**src/rtl/rv_decode_pkg.sv**
```systemverilog
// RV32I decode helpers: opcode constants, immediate format selection and operand-use queries.
package rv_decode_pkg;

  localparam logic [6:0] OpLui    = 7'b0110111;
  localparam logic [6:0] OpAuipc  = 7'b0010111;
  localparam logic [6:0] OpJal    = 7'b1101111;
  localparam logic [6:0] OpJalr   = 7'b1100111;
  localparam logic [6:0] OpBranch = 7'b1100011;
  localparam logic [6:0] OpLoad   = 7'b0000011;
  localparam logic [6:0] OpStore  = 7'b0100011;
  localparam logic [6:0] OpOpImm  = 7'b0010011;
  localparam logic [6:0] OpOp     = 7'b0110011;
  localparam logic [6:0] OpMisc   = 7'b0001111;
  localparam logic [6:0] OpSystem = 7'b1110011;

  typedef enum logic [2:0] {ImmNone, ImmI, ImmS, ImmB, ImmU, ImmJ} imm_fmt_e;

  function automatic logic uses_rs1(input logic [6:0] op);
    return !(op == OpLui || op == OpAuipc || op == OpJal);
  endfunction

  function automatic logic uses_rs2(input logic [6:0] op);
    return op == OpBranch || op == OpStore || op == OpOp;
  endfunction

  // Opcode includes instr[1:0], so a non-11 low pair can never match a legal entry.
  function automatic logic is_legal(input logic [6:0] op);
    case (op)
      OpLui, OpAuipc, OpJal, OpJalr, OpBranch, OpLoad, OpStore,
      OpOpImm, OpOp, OpMisc, OpSystem: return 1'b1;
      default:                         return 1'b0;
    endcase
  endfunction

  function automatic imm_fmt_e imm_fmt(input logic [6:0] op);
    case (op)
      OpJalr, OpLoad, OpOpImm, OpSystem: return ImmI;
      OpStore:                           return ImmS;
      OpBranch:                          return ImmB;
      OpLui, OpAuipc:                    return ImmU;
      OpJal:                             return ImmJ;
      default:                           return ImmNone;
    endcase
  endfunction

endpackage

```
**src/rtl/imm_gen.sv**
```systemverilog
// Combinational immediate generator: picks the format from the opcode and sign-extends to XLEN.
module imm_gen
  import rv_decode_pkg::*;
#(
  parameter int unsigned XLEN = 32
) (
  input  logic [31:0]     i_instr,
  output logic [XLEN-1:0] o_imm
);

  imm_fmt_e    w_fmt;
  logic [31:0] w_imm32;

  assign w_fmt = imm_fmt(i_instr[6:0]);

  always_comb begin
    w_imm32 = '0;
    unique case (w_fmt)
      ImmI:    w_imm32 = {{21{i_instr[31]}}, i_instr[30:20]};
      ImmS:    w_imm32 = {{21{i_instr[31]}}, i_instr[30:25], i_instr[11:7]};
      ImmB:    w_imm32 = {{20{i_instr[31]}}, i_instr[7], i_instr[30:25], i_instr[11:8], 1'b0};
      ImmU:    w_imm32 = {i_instr[31:12], 12'b0};
      ImmJ:    w_imm32 = {{12{i_instr[31]}}, i_instr[19:12], i_instr[20], i_instr[30:21], 1'b0};
      default: w_imm32 = '0;
    endcase
  end

  assign o_imm = XLEN'($signed(w_imm32));

endmodule

```
**src/rtl/decode_stage.sv**
```systemverilog
// RV32I decode pipeline register with forwarding, load-use stall, flush and immediate selection.
module decode_stage
  import rv_decode_pkg::*;
#(
  parameter int unsigned XLEN    = 32,
  parameter int unsigned REG_AW  = 5,
  parameter int unsigned NUM_BYP = 2
) (
  input  logic                      i_clk,
  input  logic                      i_rst_n,
  input  logic                      i_flush,
  input  logic                      i_in_valid,
  output logic                      o_in_ready,
  input  logic [XLEN-1:0]           i_in_pc,
  input  logic [31:0]               i_in_instr,
  output logic [REG_AW-1:0]         o_rf_rs1_addr,
  output logic [REG_AW-1:0]         o_rf_rs2_addr,
  input  logic [XLEN-1:0]           i_rf_rs1_data,
  input  logic [XLEN-1:0]           i_rf_rs2_data,
  input  logic [NUM_BYP-1:0]        i_byp_valid,
  input  logic [NUM_BYP*REG_AW-1:0] i_byp_addr,
  input  logic [NUM_BYP*XLEN-1:0]   i_byp_data,
  input  logic                      i_byp0_is_load,
  output logic                      o_out_valid,
  input  logic                      i_out_ready,
  output logic [XLEN-1:0]           o_out_pc,
  output logic [XLEN-1:0]           o_out_rs1_data,
  output logic [XLEN-1:0]           o_out_rs2_data,
  output logic [XLEN-1:0]           o_out_imm,
  output logic [6:0]                o_out_opcode,
  output logic [2:0]                o_out_funct3,
  output logic [6:0]                o_out_funct7,
  output logic [REG_AW-1:0]         o_out_rd_addr,
  output logic [REG_AW-1:0]         o_out_rs1_addr,
  output logic [REG_AW-1:0]         o_out_rs2_addr,
  output logic [11:0]               o_out_csr_addr,
  output logic [XLEN-1:0]           o_out_uimm,
  output logic                      o_out_illegal
);

  logic [6:0]        w_opcode;
  logic [REG_AW-1:0] w_rs1, w_rs2, w_rd, w_byp0_addr;
  logic [XLEN-1:0]   w_imm;
  logic              w_hazard, w_load;
  logic [XLEN-1:0]   w_chain1 [NUM_BYP+1];
  logic [XLEN-1:0]   w_chain2 [NUM_BYP+1];

  assign w_opcode      = i_in_instr[6:0];
  assign w_rd          = REG_AW'(i_in_instr[11:7]);
  assign w_rs1         = REG_AW'(i_in_instr[19:15]);
  assign w_rs2         = REG_AW'(i_in_instr[24:20]);
  assign w_byp0_addr   = i_byp_addr[REG_AW-1:0];
  assign o_rf_rs1_addr = w_rs1;
  assign o_rf_rs2_addr = w_rs2;

  assign w_hazard = i_in_valid & i_byp_valid[0] & i_byp0_is_load & (w_byp0_addr != '0) &
                    ((uses_rs1(w_opcode) & (w_byp0_addr == w_rs1)) |
                     (uses_rs2(w_opcode) & (w_byp0_addr == w_rs2)));

  assign o_in_ready = (!o_out_valid | i_out_ready) & !w_hazard & !i_flush;
  assign w_load     = i_in_valid & o_in_ready;

  // Chain is built from the oldest source down so index 0 ends up with the final say.
  assign w_chain1[NUM_BYP] = (w_rs1 == '0) ? '0 : i_rf_rs1_data;
  assign w_chain2[NUM_BYP] = (w_rs2 == '0) ? '0 : i_rf_rs2_data;

  for (genvar g = 0; g < NUM_BYP; g++) begin : g_fwd
    logic [REG_AW-1:0] w_addr;
    logic [XLEN-1:0]   w_data;
    assign w_addr = i_byp_addr[g*REG_AW +: REG_AW];
    assign w_data = i_byp_data[g*XLEN +: XLEN];
    assign w_chain1[g] = (i_byp_valid[g] && w_addr == w_rs1 && w_rs1 != '0) ? w_data
                                                                             : w_chain1[g+1];
    assign w_chain2[g] = (i_byp_valid[g] && w_addr == w_rs2 && w_rs2 != '0) ? w_data
                                                                             : w_chain2[g+1];
  end

  imm_gen #(.XLEN(XLEN)) u_imm_gen (
    .i_instr (i_in_instr),
    .o_imm   (w_imm)
  );

  always_ff @(posedge i_clk or negedge i_rst_n) begin
    if (!i_rst_n) begin
      o_out_valid    <= 1'b0;
      o_out_pc       <= '0;
      o_out_rs1_data <= '0;
      o_out_rs2_data <= '0;
      o_out_imm      <= '0;
      o_out_opcode   <= '0;
      o_out_funct3   <= '0;
      o_out_funct7   <= '0;
      o_out_rd_addr  <= '0;
      o_out_rs1_addr <= '0;
      o_out_rs2_addr <= '0;
      o_out_csr_addr <= '0;
      o_out_uimm     <= '0;
      o_out_illegal  <= 1'b0;
    end else if (i_flush) begin
      o_out_valid <= 1'b0;
    end else if (w_load) begin
      o_out_valid    <= 1'b1;
      o_out_pc       <= i_in_pc;
      o_out_rs1_data <= w_chain1[0];
      o_out_rs2_data <= w_chain2[0];
      o_out_imm      <= w_imm;
      o_out_opcode   <= w_opcode;
      o_out_funct3   <= i_in_instr[14:12];
      o_out_funct7   <= i_in_instr[31:25];
      o_out_rd_addr  <= w_rd;
      o_out_rs1_addr <= w_rs1;
      o_out_rs2_addr <= w_rs2;
      o_out_csr_addr <= i_in_instr[31:20];
      o_out_uimm     <= XLEN'(i_in_instr[19:15]);
      o_out_illegal  <= !is_legal(w_opcode);
    end else if (i_out_ready) begin
      o_out_valid <= 1'b0;
    end
  end

endmodule

```
**config.mk**
```make
export PLATFORM = sky130hd
export DESIGN_NAME = decode_stage
export DESIGN_NICKNAME = d
export VERILOG_FILES = /design/src/rtl/rv_decode_pkg.sv /design/src/rtl/imm_gen.sv /design/src/rtl/decode_stage.sv
export SDC_FILE = /design/constraint.sdc
export NUM_CORES = 1
export LEC_CHECK = 0
export CAP_MARGIN = 5
export CORE_ASPECT_RATIO = 0.5
export CORE_MARGIN = 3
export CORE_UTILIZATION = 30
export CTS_CLUSTER_DIAMETER = 120
export CTS_CLUSTER_SIZE = 25
export DETAILED_ROUTE_END_ITERATION = 8
export DONT_BUFFER_PORTS = 1
export PLACE_DENSITY = 0.54
export SYNTH_ARGS = -nofsm -noshare
export SYNTH_HDL_FRONTEND = slang
export SYNTH_HIERARCHICAL = 1
export SYNTH_SLANG_ARGS = --single-unit
```
**constraint.sdc**
```tcl
create_clock -name i_clk -period 2.5 [get_ports i_clk]
set_clock_uncertainty 0.2 [all_clocks]
set_input_delay 0.625 -clock i_clk [delete_from_list [all_inputs] [get_ports i_clk]]
set_output_delay 0.625 -clock i_clk [all_outputs]
set_load 0.01 [all_outputs]
```
==> impl_summary.md <==
Die
The die extent in y is 130 um. Row generation in the floorplan step produced 44 rows. The chip width is 254 um. During I/O placement, the number of pins put on the boundary was between 400 and 500. The die covers 33100 um^2. The starting utilization of the core area is 31.2%. The core region is 29700 um^2.

CTS
The clock-pin slew of the registers on the worst-case setup and hold paths is roughly 0.060 ns. CTS placed an instance of sky130_fd_sc_hd__clkbuf_16 at the clock tree root. The count of H-tree levels built during CTS is 4.

The clock tree from TritonCTS is done. TritonCTS created 17 clock buffers. CTS saw ~160 sinks. The clock latency of the later-clocked register in the worst-skew pair is approximately 0.45 ns. The number of buffers inserted by post-CTS setup repair is 0. The clock passes through at most 2 buffers.

Global route
The met2 routing resource usage after global routing is 33.0%. The first global-routing pass estimated 49.0 mm of wire. met2 is the most crowded layer. The number of antenna violations at the first check in global routing came to 4. The via count of the first global-routing pass is roughly 7100.

In the global route stage, met3 resource usage came out at approximately 7.2%. In the global route stage, overall resource usage came out at roughly a fifth. Entering global routing, the biggest net connects 163 pins. Global routing used around a quarter of the available met1 tracks. Summed over all layers, the global routing overflow is 0.

Worst setup path
The endpoint required time on the critical path is 1.67 ns. The critical path arrival is 1.81 ns. The type of the worst setup path is in -> out. The number of cells on the worst reg-to-reg path is 6. In this run the critical register-to-register path is captured at o_out_pc[10]$_DFFE_PN0P_. The worst setup path is launched from a primary input.

The maximum fanout along the worst path is 3. Setup slack on the worst reg-to-reg path comes out at roughly 0.40 ns. The worst setup path is captured at an output pin. The startpoint of the most critical register-to-register path is o_out_valid$_DFFE_PN0P_.

Synth
The post-synthesis sequential element count is 162. The most common flop cell mapped by yosys is sky130_fd_sc_hd__dfrtp_1. The share of synthesized registers carrying an async set or reset is 100%. Sorting the synthesized cells by area gives the leading types as sky130_fd_sc_hd__dfrtp_1, sky130_fd_sc_hd__mux2_1, sky130_fd_sc_hd__mux2_2. After technology mapping, the gate count stands at 848. Summed over all instances, the cell type with the most area after synthesis is sky130_fd_sc_hd__dfrtp_1.

The area of the mapped netlist is between 9000 and 10000 um^2. Sorting the synthesized cells by how often they occur yields sky130_fd_sc_hd__dfrtp_1, sky130_fd_sc_hd__mux2_1, sky130_fd_sc_hd__mux2_2. Yosys instantiated no cell more often than sky130_fd_sc_hd__dfrtp_1. Yosys printed 6 warnings. The synthesized design contains 0 enable-type register cells.

The register area share after synthesis is 43.8%. The share of synthesized area in the top cell type comes to around 44%. The number of distinct library cell variants in the gate-level netlist after synthesis is 59. The average footprint of a synthesized cell is approximately 11 um^2.

Placed design
The number of port buffers is 0. The area after detailed placement is ~10000 um^2. The count of placed standard cells including taps is 1198. At the placement stage, the worst setup path has a slack of -0.401 ns. The placer's final routability congestion estimate is roughly 0.9. The HPWL after detailed placement is approximately 26 mm.

Power and ir drop
The post-route total power is approximately 7500 uW. The analysis attributes to cell leakage a power of about 0.0042 uW. IR analysis of the VDD net gives a maximum drop of just under 500 uV. Power spread over the standard cell area amounts to around 720 nW/um^2.

Timing
The final count of hold timing violations is between 150 and 200. Setup repair after global routing could not meet its margin everywhere. The normalized max-slew margin is 41.7%. After layout, the worst path uses 106% of the clock period.

The number of failing setup endpoints in the final timing report is 1. Counting I/O delays and the setup requirement, the final critical path takes ~2.6 ns. The actual transition at the worst max-transition pin is roughly 0.87 ns. The highest clock frequency the design can meet is about 380 MHz. The setup TNS is -0.139 ns. Hold timing on the final database bottoms out at a slack of -0.323 ns. The worst setup margin is -0.139 ns. The number of pins exceeding their max-slew limit in the final report is 0.

Cells and area
Once layout is complete, the cells apart from fillers number approximately 1200. Of the cells placed in the final design, the portion with a size suffix greater than 1 is roughly a quarter. Once layout is done, the placed cells without fillers occupy roughly 10000 um^2. Counting the fill cells in the layout gives roughly 2900. The net count reported at finish is 1036. The area overhead of the layout relative to synthesis is 13.2%.

Drt
Dividing the detail-routed wire length by the instance count gives about 28 um. Once detail routing completed, the nets flagged for antenna violations numbered 0. For this run, design rule violations remaining after detail routing come to 0. The via total after detailed routing is 7367.

Using the TritonRoute via totals, the vias-per-cell ratio works out to ~6.0. Before antenna repair, the detailed router went through 6 iterations. The routed wire length is 34.6 mm. The number of DRC markers in iteration 0 is just over 800.

Run
Across the run, the number of max-cap violations was 0.

Hold path
The class of the tightest hold or removal check is in -> async.

Status
The final reports fail on hold timing, setup timing. The flow ran to the end, but the final reports show violations.
-- kinds of logic after synthesis --
group | synth area share [%]
xor gates and xnor gates | 2.08
AOI/OAI and AO/OA | 14.0
buffers and inverters | 9.01
DFF | 43.8
muxes | 19.5
and+or+nand+nor | 11.6
other | 0.0405
-- worst max-delay path, stage by stage --
cell,delay (ns)
sky130_fd_sc_hd__or4_4,0.53
sky130_fd_sc_hd__o2111ai_4,0.26
sky130_fd_sc_hd__nor4_2,0.08
sky130_fd_sc_hd__nor3_2,0.16
sky130_fd_sc_hd__buf_4,0.15
-- power by group --
group          switching [uW]  internal (uW)
logic                     484            534
clock network            1230           1640
registers                 601           3040
-- cells in the final DEF, fill, tap and decap left out, types with 5 or more instances in the layout --
master | synthesis | routed
sky130_fd_sc_hd__a21o_1 | 19 | 19
sky130_fd_sc_hd__a311oi_1 | 60 | 60
sky130_fd_sc_hd__and2_1 | 6 | 6
sky130_fd_sc_hd__buf_12 | 0 | 20
sky130_fd_sc_hd__buf_4 | 56 | 46
sky130_fd_sc_hd__clkbuf_16 | 0 | 17
sky130_fd_sc_hd__conb_1 | 1 | 27
sky130_fd_sc_hd__dfrtp_1 | 162 | 162
sky130_fd_sc_hd__inv_1 | 5 | 5
sky130_fd_sc_hd__mux2_1 | 80 | 80
sky130_fd_sc_hd__mux2_2 | 79 | 79
sky130_fd_sc_hd__nand2_1 | 5 | 5
sky130_fd_sc_hd__nand3_1 | 32 | 32
sky130_fd_sc_hd__nand4_1 | 35 | 35
sky130_fd_sc_hd__nor3_1 | 66 | 65
sky130_fd_sc_hd__o21ai_0 | 67 | 67
sky130_fd_sc_hd__xnor2_1 | 18 | 17
-- per-layer routing --
metal / share of wire [%] / up-vias
met5: 0 / -
met4: 3.7 / 0
met3: 9.7 / 86
met2: 49 / 443
met1: 38 / 3751
li1: - / 3087
-- state kept, by name, summed over array words and instances (netlist names) --
register and count:
o_out_imm 32, o_out_illegal 1, o_out_pc 32, o_out_funct3 3, o_out_csr_addr 1, o_out_funct7 7
o_out_rs2_data 32, o_out_rd_addr 5, o_out_rs1_addr 5, o_out_valid 1, o_out_opcode 7, o_out_rs1_data 32
o_out_rs2_addr 4
-- worst max path at each step --
| stage | from | end | slack, ns | depth (start not counted) |
|---|---|---|---|---|
| global route | i_byp_addr[1] | o_in_ready | -0.17 | 5 |
| global placement | i_byp_addr[1] | o_out_pc[5]$_DFFE_PN0P_ | -0.36 | 7 |
| detailed placement | i_byp_addr[1] | o_out_pc[10]$_DFFE_PN0P_ | -0.40 | 7 |
| CTS | i_byp_addr[1] | o_in_ready | -0.16 | 5 |
| floorplan | i_byp_addr[1] | o_out_funct3[0]$_DFFE_PN0P_ | -0.28 | 7 |
| finish | i_byp_addr[1] | o_in_ready | -0.14 | 5 |
-- final cells by class --
class	count	area, um^2	share of cell area [%]
diodes	4	10.0	0.0955
clock inverters	13	188	1.79
repair buffers	66	746	7.12
clock buffers	19	443	4.23
well taps	391	489	4.67
flip-flops and latches	162	4050	38.7
inverters	5	18.8	0.179
multi-input cells	574	4530	43.2
-- timing repair --
| item | in CTS | in global routing |
|---|---|---|
| gates cloned | 0 | 0 |
| endpoints found under the setup margin | 1 | 43 |
| pin swaps | 3 | 1 |
| hold endpoints to repair | 162 | 162 |
| resized for setup | 6 | 0 |
-- through the flow --
stage / util [%] / hold WS (ns)
after floorplan: - / 0.129
after global placement: 33.0 / 0.134
after detailed placement: 33.0 / 0.132
after CTS: 35.3 / -0.357
after global routing: 35.3 / -0.352
final: 35.3 / -0.323
Note: power is estimated with default switching activity, not from simulation.
